## config.mk

```make
export PLATFORM = sky130hd
export DESIGN_NAME = line_fill
export DESIGN_NICKNAME = d
export VERILOG_FILES = /design/src/rtl/line_fill.sv
export SDC_FILE = /design/constraint.sdc
export NUM_CORES = 1
export LEC_CHECK = 0
export CAP_MARGIN = 0
export CORE_MARGIN = 5
export CORE_UTILIZATION = 40
export CTS_BUF_LIST = sky130_fd_sc_hd__clkbuf_4
export DETAILED_ROUTE_END_ITERATION = 8
export PLACE_DENSITY_LB_ADDON = 0.05
export RECOVER_POWER = 100
export SLEW_MARGIN = 15
export SYNTH_ARGS = -nofsm -noshare
export SYNTH_HDL_FRONTEND = slang
export SYNTH_SLANG_ARGS = --single-unit
export TNS_END_PERCENT = 1
```

## constraint.sdc

```tcl
create_clock -name clk -period 4.6 [get_ports clk]
set_input_delay 0.46 -clock clk [delete_from_list [all_inputs] [get_ports clk]]
set_output_delay 0.46 -clock clk [all_outputs]
set_load 0.005 [all_outputs]
```

## src/rtl/line_fill.sv

```systemverilog
// line_fill: fetches one 4-word cache line from RAM with a single read burst
// and returns it to the requester through a valid/ready response.
// Optional feature macro LINE_FILL_HIT_EN: when defined, the last good line is
// kept with a tag-valid bit, and a repeat request for it is answered without a burst.
module line_fill #(
    parameter int DWIDTH = 32,
    parameter int AWIDTH = 32,
    parameter int LWIDTH = 2
) (
    input  logic                  clk,
    input  logic                  rst,
    input  logic [AWIDTH-1:0]     req_addr,
    input  logic                  req_valid,
    output logic                  req_ready,
    input  logic                  inv,
    output logic [AWIDTH-1:0]     line_addr,
    output logic [4*DWIDTH-1:0]   line_data,
    output logic                  line_err,
    output logic                  line_valid,
    input  logic                  line_ready,
    output logic [AWIDTH-1:0]     araddr,
    output logic [LWIDTH-1:0]     arlen,
    output logic                  arvalid,
    input  logic                  arready,
    input  logic [DWIDTH-1:0]     rdata,
    input  logic                  rvalid,
    output logic                  rready,
    input  logic                  rlast
);

    typedef enum logic [1:0] {IDLE, ADDR, DATA, RESP} state_t;

    state_t                r_state;
    logic [1:0]            r_cnt;
    logic [AWIDTH-1:0]     r_araddr;
    logic [LWIDTH-1:0]     r_arlen;
    logic                  r_arvalid;
    logic                  r_rready;
    logic [AWIDTH-1:0]     r_line_addr;
    logic [4*DWIDTH-1:0]   r_line_data;
    logic                  r_line_err;
    logic                  r_line_valid;
    logic                  r_tag_vld;

    logic [AWIDTH-1:0]     w_req_line;
    logic                  w_hit;
    logic                  w_unused;

    assign w_req_line = {req_addr[AWIDTH-1:4], 4'b0000};

`ifdef LINE_FILL_HIT_EN
    // A held line answers the request unless it is being invalidated this cycle.
    assign w_hit    = r_tag_vld && !inv && (w_req_line == r_line_addr);
    assign w_unused = ^req_addr[3:0];
`else
    // Without the held-line feature every request misses and inv has no effect.
    assign w_hit    = 1'b0;
    assign w_unused = ^{req_addr[3:0], inv, r_tag_vld};
`endif

    assign req_ready  = (r_state == IDLE);
    assign araddr     = r_araddr;
    assign arlen      = r_arlen;
    assign arvalid    = r_arvalid;
    assign rready     = r_rready;
    assign line_addr  = r_line_addr;
    assign line_data  = r_line_data;
    assign line_err   = r_line_err;
    assign line_valid = r_line_valid;

    // Fill controller: request capture, address phase, beat collection, response hold.
    always_ff @(posedge clk or posedge rst) begin
        if (rst) begin
            r_state      <= IDLE;
            r_cnt        <= 2'd0;
            r_araddr     <= '0;
            r_arlen      <= '0;
            r_arvalid    <= 1'b0;
            r_rready     <= 1'b0;
            r_line_addr  <= '0;
            r_line_data  <= '0;
            r_line_err   <= 1'b0;
            r_line_valid <= 1'b0;
            r_tag_vld    <= 1'b0;
        end else begin
            case (r_state)
                IDLE: begin
                    if (req_valid) begin
                        r_line_addr <= w_req_line;
                        r_line_err  <= 1'b0;
                        if (w_hit) begin
                            r_line_valid <= 1'b1;
                            r_state      <= RESP;
                        end else begin
                            // Words are cleared up front so a short burst leaves zeros,
                            // and the held tag dies because its data is being replaced.
                            r_araddr    <= w_req_line;
                            r_arlen     <= LWIDTH'(3);
                            r_line_data <= '0;
                            r_tag_vld   <= 1'b0;
                            r_state     <= ADDR;
                        end
                    end
                end
                ADDR: begin
                    // The address register settles one cycle before arvalid rises;
                    // once raised, arvalid holds until the RAM takes it.
                    if (!r_arvalid) begin
                        r_arvalid <= 1'b1;
                    end else if (arready) begin
                        r_arvalid <= 1'b0;
                        r_rready  <= 1'b1;
                        r_cnt     <= 2'd0;
                        r_state   <= DATA;
                    end
                end
                DATA: begin
                    if (rvalid) begin
                        r_line_data[int'(r_cnt)*DWIDTH +: DWIDTH] <= rdata;
                        r_cnt <= r_cnt + 2'd1;
                        if (r_cnt == 2'd3) begin
                            // Fourth beat always completes; rlast here is not required.
                            r_rready     <= 1'b0;
                            r_line_err   <= 1'b0;
                            r_line_valid <= 1'b1;
                            r_tag_vld    <= 1'b1;
                            r_state      <= RESP;
                        end else if (rlast) begin
                            r_rready     <= 1'b0;
                            r_line_err   <= 1'b1;
                            r_line_valid <= 1'b1;
                            r_state      <= RESP;
                        end
                    end
                end
                RESP: begin
                    if (line_ready) begin
                        r_line_valid <= 1'b0;
                        r_state      <= IDLE;
                    end
                end
                default: r_state <= IDLE;
            endcase
`ifdef LINE_FILL_HIT_EN
            // Invalidate wins over a completion landing in the same cycle.
            if (inv) begin
                r_tag_vld <= 1'b0;
            end
`endif
        end
    end

endmodule

```

==> results of run 1 <==
==> worst paths after layout <==
kind | cells after the start | end | slack, ns
max | 6 | line_data[58]$_DFFE_PP0P_ | 0.94
min | 3 | line_err$_DFFE_PP0P_ | 0.50
max reg2reg | 6 | line_data[58]$_DFFE_PP0P_ | 0.94
min reg2reg | 1 | arlen[0]$_DFFE_PP0P_ | 0.51
max in group asynchronous | 3 | r_state[0]$_DFFE_PP0P_ | 2.01
min in group asynchronous | 3 | line_data[6]$_DFFE_PP0P_ | 1.20
==> layer usage <==
metal	GRT usage, %	share of wire, %	up-vias
met5	0	0	-
met4	6.17	1.6	0
met3	7.09	9.1	23
met2	30.5	48	182
met1	24.0	41	2530
li1	-	-	2250
==> registers in the layout, summed over array words and instances, names as in the netlist <==
name and count:
arlen 1, arvalid 1, line_addr 28, line_data 128
line_err 1, line_valid 1, r_cnt 2, r_state 2
rready 1
==> synth_stat cells, drive strengths merged, types with 2 or more instances <==
| cell type | n | area share (%) |
|---|---|---|
| o21ai | 4 | 0.29 |
| o31ai | 3 | 0.33 |
| a2111oi | 3 | 0.93 |
| dfrtp | 165 | 60 |
| nand4bb | 2 | 0.33 |
| nand3 | 2 | 0.15 |
| mux2i | 35 | 5.3 |
| a21o | 3 | 0.33 |
| clkbuf | 13 | 0.71 |
| mux2 | 28 | 4.6 |
| buf | 55 | 6.0 |
| nand2 | 41 | 2.2 |
| inv | 44 | 2.4 |
| a22o | 96 | 13 |
| ha | 10 | 1.8 |
| nor2b | 4 | 0.36 |
| o2bb2ai | 2 | 0.25 |
==> worst max-delay path, stage by stage (launching register included) <==
cell      delay [ns]
dfrtp_1         0.42
inv_1           0.08
ha_1            0.47
mux2i_1         1.06
a21o_1          0.55
clkbuf_1        0.73
a22o_2          0.28
==> through the flow <==
stage | hold WS [ns] | worst slack [ns] | util (%)
after floorplan | 0.482 | 2.04 | -
after global placement | 0.481 | 1.67 | 55.1
after detailed placement | 0.490 | 1.59 | 55.1
after CTS | 0.449 | 1.56 | 56.8
after global routing | 0.448 | 0.720 | 56.7
final | 0.495 | 0.938 | 56.7
==> cell families (layout without fill, tap and decap cells) <==
logic type               count (synthesis)  in the layout  share of synthesized area (%)
multiplexers                            63             63                           9.85
AO/OA/AOI/OAI                          115            115                           15.3
AND/OR/NAND/NOR                         55             55                           3.91
buffers and inverters                  112            345                           9.07
adder cells (fa/ha/maj)                 10             10                           1.82
flip-flops                             165            165                           60.0
other                                    1              9                         0.0545
==> placed cells by master, fill, tap and decap left out, types with 2 or more instances in the layout <==
| cell | instances |
|---|---|
| clkinv_4 | 4 |
| inv_6 | 3 |
| nor2b_1 | 4 |
| clkinvlp_4 | 5 |
| ha_1 | 10 |
| o31ai_1 | 3 |
| bufinv_16 | 2 |
| mux2i_1 | 35 |
| a2111oi_4 | 2 |
| nand4bb_1 | 2 |
| clkdlybuf4s50_1 | 65 |
| nand2_1 | 41 |
| clkbuf_4 | 20 |
| a22o_1 | 72 |
| dlygate4sd3_1 | 192 |
| mux2_2 | 28 |
| buf_4 | 9 |
| nand3_1 | 2 |
| o21ai_0 | 4 |
| conb_1 | 8 |
| inv_1 | 43 |
| o2bb2ai_1 | 2 |
| dfrtp_1 | 165 |
| a21o_1 | 3 |
| a22o_2 | 24 |
==> power groups by stage <==
| stage | Combinational, mW | Clock (mW) | Sequential (mW) |
|---|---|---|---|
| 3_3_place_gp | 1.92 | 0 | 1.82 |
| 5_1_grt | 1.94 | 0.973 | 1.82 |
| 4_1_cts | 1.96 | 0.917 | 1.81 |
| 6_report | 1.78 | 0.883 | 1.79 |
| 3_5_place_dp | 1.96 | 0 | 1.84 |
| 2_1_floorplan | 1.10 | 0 | 1.83 |
==> layout make-up <==
type                       instances  area share (%)
tap                              225            2.90
sequential                       165            42.6
clock inverter                    13            1.56
antenna                            1          0.0258
timing repair buffer             269            27.4
multi-input combinational        251            22.3
clock buffer                      19            1.47
inverter                          44            1.74
==> flow_summary.yaml, run 1 <==
placed_design:
  port_buffers: 257
  dpl.hpwl_microns: 13300
  gp_congestion: 0.798
  placedCellCount: 954
  post_dp_cell_area_sq_um: 9430
status:
  violations: "capacitance limit, slew limit"
  outcome: "complete, but fails checks"
critical_path:
  crit_required_ns: 5.10
  cp-start-kind: "flop"
  crit_type: "flop to flop"
  worstPathMaxFanout: 18
  worst_setup_path_end_kind: "flop"
  arrival_ns: 4.16
  reg2reg_from: "r_state[0]$_DFFE_PP0P_"
  startpoint: "r_state[0]$_DFFE_PP0P_"
floorplan:
  pin_count: 271
  die_h_microns: 141
  core-area_sq_um: 17100
  die_w_microns: 141
  num_rows: 48
  dieArea_sq_um: 19900
  start_util_pct: 40.2
logic_synthesis:
  async_flop_share_pct: 100
  synthCells: 521
  avgSynthCellArea_sq_um: 13.2
  ys.flop_type: "dfrtp_1"
  ys_ff_latch: 165
  synth.yosys.warnings: 0
  seq_area_frac_synth_pct: 60.0
  synthesis.area_sq_um: 6880
  ys_types: 34
  synth_edf_count: 0
power:
  power.total_mw: 4.45
  p_sw_mw: 1.58
  intPower_mw: 2.87
  power_density_nw_per_um2: 459
  pwr-share-seq_pct: 40.2
  switching_share_pct: 35.5
  combPwrFrac_pct: 40.0
  ir_worst_vdd_mv: 0.351
  power.leakage_nw: 4.73
  clockPowerShare_pct: 19.8
timing:
  final.min_clock_period_ns: 3.66
  slew_viol_final: 166
  fin_skew_ns: 0.0178
  fin_tns_setup_ns: 0
  fmax_ghz: 0.273
  rsz0062_at_grt: "no"
  min_period_over_period_pct: 79.6
  setup_violations: 0
  relSlewSlack_pct: -48.3
  final_hold_viol_count: 0
  tightestPinTransition_ns: 2.22
clock_network:
  post_cts_buffers: 0
  root_buffer: "clkbuf_4"
  cts_buffer_depth: 2
  postCtsHoldBufs: 0
  post_cts_resize_count: 0
  path_clk_slew_ns: 0.14
  clk_latency_ns: 0.57
  cts_inserted_buffers: 17
  htree_levels: 4
  cts_sinks: 165
  cts_tree: "yes"
drt:
  drt-initial-drc-count: 179
  first_pass_iters: 4
  postRouteAntennaNets: 0
  route.detailed.drc: 0
  totalWireLength_microns: 18700
  wl_per_cell_microns: 18.9
  vias: 4985
  vias_per_cell: 5.05
final_layout:
  drive_gt1_share_pct: 13.4
  multiInputGateArea_sq_um: 2160
  area_growth_pct: 40.9
  nFillCells: 1479
  seq_area_sq_um: 4130
  nets: 830
  final-instance-count-excl-fill: 987
  final_area_sq_um: 9700
min_path:
  hold_class: "primary input to flop"
  hp-start: "rlast"
global_route:
  antenna_found_initial: 1
  grt_pass1_wl_microns: 30000
  grt_pass1_vias: 5344
  overflow: 0
  grt_util_all_layers_pct: 19.1
  grt_max_degree: 166
flow_run:
  drv_cap: 1
Power figures use the tool's default switching activity.
==> inputs of run 2 (changes only) <==
- clock period: 4.6 -> 3 ns (I/O delays scaled with it)
==> run 2 against run 1 <==
  * The flow finishes with violations (capacitance limit)
  * Clock skew down 0.00088 ns
  * Worst setup slack worse by 0.53 ns
  * Clock-buffer cell count down 1
  * Critical path depth up 1
  * Maximum frequency up 41%
==> flow_summary.yaml, run 2 (synthesis results as in run 1) <==
power:
  ir_worst_vdd_mv: 0.362
  p_sw_mw: 2.39
  power.leakage_nw: 4.75
  clockPowerShare_pct: 19.4
  combPwrFrac_pct: 40.4
  switching_share_pct: 35.1
  power.total_mw: 6.82
  pwr-share-seq_pct: 40.2
  power_density_nw_per_um2: 703
  intPower_mw: 4.43
critical_path:
  crit_slowest_cell: "a2111oi_1"
  worst-path-buf-inv: 3
  cp-start-kind: "flop"
  reg2reg_from: "r_state[0]$_DFFE_PP0P_"
  crit_chain: "inv_1, ha_1, clkbuf_1, nand4b_1, a2111oi_1, buf_12, a22o_2"
  cp_top_family: "buffers and inverters"
  worst_setup_path_end_kind: "flop"
  worstPathMaxFanout: 32
  crit_required_ns: 3.49
  critical-path-max-stage-delay_ns: 0.57
  r2r_slack_ns: 0.41
  r2r_cells: 7
  startpoint: "r_state[0]$_DFFE_PP0P_"
  crit_type: "flop to flop"
  arrival_ns: 3.08
  r2r_end: "line_data[42]$_DFFE_PP0P_"
min_path:
  whs_path_depth: 3
  hold_class: "primary input to flop"
  hp-start: "rlast"
  hold_end: "line_err$_DFFE_PP0P_"
timing:
  timing.hold.ws_ns: 0.352
  fmax_ghz: 0.386
  min_period_over_period_pct: 86.4
  slew_viol_final: 0
  setup_violations: 0
  fin_tns_setup_ns: 0
  tightestPinTransition_ns: 1.49
  relSlewSlack_pct: 0.733
  fin_skew_ns: 0.0169
  final_hold_viol_count: 0
  final.min_clock_period_ns: 2.59
  rsz0062_at_grt: "no"
  setup_slack_ns: 0.407
flow_run:
  drv_cap: 1
clock_network:
  cts_buffer_depth: 2
  htree_levels: 4
  cts_tree: "yes"
  root_buffer: "clkbuf_4"
  postCtsHoldBufs: 0
  cts_sinks: 165
  cts_inserted_buffers: 17
  post_cts_resize_count: 0
  clk_latency_ns: 0.55
  path_clk_slew_ns: 0.13
  post_cts_buffers: 0
drt:
  postRouteAntennaNets: 0
  totalWireLength_microns: 18700
  vias: 4905
  vias_per_cell: 4.95
  first_pass_iters: 4
  drt-initial-drc-count: 196
  route.detailed.drc: 0
  wl_per_cell_microns: 18.9
floorplan:
  die_w_microns: 141
  start_util_pct: 40.2
  die_h_microns: 141
  pin_count: 271
  core-area_sq_um: 17100
  num_rows: 48
  dieArea_sq_um: 19900
final_layout:
  final_common_cell: "dlygate4sd3_1"
  largest_reg_flops: 128
  nets: 833
  final_cell_mix: "192 x dlygate4sd3_1, 165 x dfrtp_1, 72 x a22o_1, 65 x clkdlybuf4s50_1, 43 x inv_1"
  drive_gt1_share_pct: 13.2
  nFillCells: 1493
  final-instance-count-excl-fill: 990
  area_growth_pct: 41.0
placed_design:
  dp_slack_ns: 0.614
  dpl.hpwl_microns: 13300
  port_buffers: 257
  placedCellCount: 957
  gp_congestion: 0.809
global_route:
  antenna_found_initial: 1
  grt_util_all_layers_pct: 19.1
  grt_max_degree: 105
  grt_pass1_wl_microns: 29900
  grt_pass1_vias: 5267
  overflow: 0
status:
  outcome: "complete, but fails checks"
  violations: "capacitance limit"
==> run 2: cell types whose count changed in the layout (fill, tap and decap cells not counted), sizes merged <==
cell,delta
inv,+2
buf,+3
clkinvlp,-1
clkbuf,-1
==> run 2: layout make-up <==
class                   instances  area, sq um  area share [%]
clock inverters                14          151            1.56
multi-input cells             251         2120            21.8
clock buffers                  18          135            1.39
flip-flops and latches        165         4130            42.6
inverters                      44          166            1.72
well taps                     225          282            2.90
repair buffers                272         2720            28.0
diodes                          1         2.50          0.0258
==> run 2: metrics by stage <==
step           util [%]  cell area [sq um]
2_1_floorplan         -               6910
3_3_place_gp       55.5               9500
3_5_place_dp       55.5               9500
4_1_cts            57.2               9790
5_1_grt            56.7               9700
6_report           56.7               9700
==> run 2: how the worst max path moves through the flow <==
stage,endpoint,cells past startpoint
global placement,r_state[1]$_DFFE_PP0P_,4
CTS,line_data[74]$_DFFE_PP0P_,7
floorplan,arlen[0]$_DFFE_PP0P_,1
detailed placement,line_data[74]$_DFFE_PP0P_,7
finish,line_data[42]$_DFFE_PP0P_,7
global route,line_data[46]$_DFFE_PP0P_,7
==> run 2: power by group through the flow <==
stage / clock network [mW] / logic, mW / registers (mW)
after floorplan: 0 / 1.69 / 2.81
after global placement: 0 / 3.02 / 2.79
after detailed placement: 0 / 3.07 / 2.81
after CTS: 1.38 / 3.08 / 2.77
after global routing: 1.47 / 3.01 / 2.79
final: 1.32 / 2.76 / 2.74
==> run 2: layer usage <==
metal	global-route usage (%)	part of all wire [%]	up-vias
li1	-	-	2252
met4	5.71	1.6	0
met5	0	0	-
met3	7.06	8.9	25
met2	30.9	48	187
met1	24.1	42	2441
==> run 2: worst reg2reg max path, stage by stage, from the launching register on <==
cell and delay (ns):
dfrtp_1 0.44, inv_1 0.12, ha_1 0.41, clkbuf_1 0.37, nand4b_1 0.16, a2111oi_1 0.57, buf_12 0.28, a22o_2 0.19
==> inputs of run 3 (changes only) <==
- CORE_UTILIZATION: 40 -> 39
==> run 3 against run 2 <==
  * The flow finishes with violations (capacitance limit, slew limit)
  * Non-clock buffer count increased by 2
  * Sequential cell count unchanged
  * Die area increased by 2.4%
  * Clock skew decreased by 0.0019 ns
  * First-iteration DRC count increased by 7.7%
  * Critical path type unchanged
  * Largest power group unchanged
  * Sequential power about the same
  * Via count increased by 1.6%
  * Wire length increased by 3.1%
==> flow_summary.yaml, run 3 (synthesis results as in run 1) <==
clock_network:
  clk_latency_ns: 0.55
  path_clk_slew_ns: 0.15
  cts_tree: "yes"
  htree_levels: 4
  cts_sinks: 165
  root_buffer: "clkbuf_4"
  post_cts_buffers: 0
  cts_inserted_buffers: 17
  cts_buffer_depth: 2
  postCtsHoldBufs: 0
  post_cts_resize_count: 0
placed_design:
  post_dp_cell_area_sq_um: 9490
  gp_congestion: 0.754
  dpl.hpwl_microns: 13500
  port_buffers: 257
timing:
  relSlewSlack_pct: -14.3
  slew_viol_final: 163
  setup_violations: 0
  fmax_ghz: 0.379
  min_period_over_period_pct: 87.9
  final.min_clock_period_ns: 2.64
  rsz0062_at_grt: "no"
  fin_tns_setup_ns: 0
  final_hold_viol_count: 0
  tightestPinTransition_ns: 1.71
  fin_skew_ns: 0.0151
critical_path:
  r2r_cells: 6
  cp_top_family: "compound AO/OA/AOI/OAI gates"
  r2r_end: "line_data[46]$_DFFE_PP0P_"
  arrival_ns: 3.13
  r2r_slack_ns: 0.36
  critical-path-max-stage-delay_ns: 0.69
  worstPathMaxFanout: 32
  crit_chain: "inv_1, ha_1, mux2i_4, a2111oi_1, buf_12, a22o_2"
  worst_setup_path_end_kind: "flop"
  reg2reg_from: "r_state[0]$_DFFE_PP0P_"
  crit_required_ns: 3.49
  worst-path-buf-inv: 2
  cp-start-kind: "flop"
  crit_slowest_cell: "a2111oi_1"
  crit_type: "flop to flop"
flow_run:
  drv_cap: 4
global_route:
  grt_util_all_layers_pct: 19.2
  grt_pass1_wl_microns: 30700
  use_met1_pct: 24.7
  antenna_found_initial: 1
  busiest_layer: "met2"
  grt_max_degree: 71
  overflow: 0
  globalRouteMet3Util_pct: 6.83
  use_met2_pct: 30.6
  grt_pass1_vias: 5327
drt:
  route.detailed.drc: 0
  totalWireLength_microns: 19300
  drt-initial-drc-count: 211
  first_pass_iters: 4
  vias_per_cell: 5.02
  wl_per_cell_microns: 19.5
  postRouteAntennaNets: 0
  vias: 4984
final_layout:
  largest_reg_flops: 128
  final_area_sq_um: 9730
  drive_gt1_share_pct: 13.2
  nets: 835
  final_cell_mix: "192 x dlygate4sd3_1, 165 x dfrtp_1, 72 x a22o_1, 65 x clkdlybuf4s50_1, 43 x inv_1"
  area_growth_pct: 41.4
  final_common_cell: "dlygate4sd3_1"
  nFillCells: 1416
power:
  power_density_nw_per_um2: 715
  power.leakage_nw: 4.76
  ir_worst_vdd_mv: 0.451
min_path:
  hold_class: "primary input to asynchronous set/reset pin"
floorplan:
  dieArea_sq_um: 20400
  die_w_microns: 143
  num_rows: 48
  die_h_microns: 143
  start_util_pct: 39.8
  core-area_sq_um: 17300
  pin_count: 271
status:
  outcome: "complete, but fails checks"
  violations: "capacitance limit, slew limit"
run 3: cell type report:
class                           count  area (sq um)  share of cell area [%]
Timing Repair Buffer              274          2700                    27.8
Antenna cell                        1          2.50                  0.0257
Inverter                           44           166                    1.71
Tap cell                          225           282                    2.89
Sequential cell                   165          4130                    42.4
Clock buffer                       17           128                    1.31
Multi-Input combinational cell    251          2130                    21.9
Clock inverter                     15           185                    1.90
run 3: metrics by stage:
step	instances	setup WS (ns)	hold WS [ns]	util, %	power (mW)
global placement	959	0.595	0.486	54.9	5.82
finish	992	0.362	0.242	56.2	6.95
detailed placement	959	0.465	0.491	54.9	5.89
CTS	991	0.434	0.00568	56.7	7.32
floorplan	528	0.601	0.433	-	4.50
global route	992	0.138	0.220	56.2	7.40
run 3: worst max-delay path by stage:
| stage | cells after the start | from | slack, ns | to |
|---|---|---|---|---|
| 5_1_grt | 6 | r_state[0]$_DFFE_PP0P_ | 0.14 | line_data[52]$_DFFE_PP0P_ |
| 6_report | 6 | r_state[0]$_DFFE_PP0P_ | 0.36 | line_data[46]$_DFFE_PP0P_ |
| 3_3_place_gp | 6 | r_state[0]$_DFFE_PP0P_ | 0.60 | line_data[18]$_DFFE_PP0P_ |
| 4_1_cts | 6 | r_state[0]$_DFFE_PP0P_ | 0.43 | line_data[29]$_DFFE_PP0P_ |
| 3_5_place_dp | 6 | r_state[0]$_DFFE_PP0P_ | 0.47 | line_data[29]$_DFFE_PP0P_ |
| 2_1_floorplan | 1 | rst | 0.60 | arlen[0]$_DFFE_PP0P_ |
run 3: layer usage:
metal	vias to the layer above	wire length, microns
li1	2254	-
met1	2509	8110
met2	200	9240
met3	21	1650
met4	0	329
met5	-	0
run 3: power breakdown:
part / switching, mW / total (mW) / internal [mW]
sequential: 0.208 / 2.75 / 2.54
combinational: 1.42 / 2.78 / 1.36
clock: 0.884 / 1.42 / 0.536
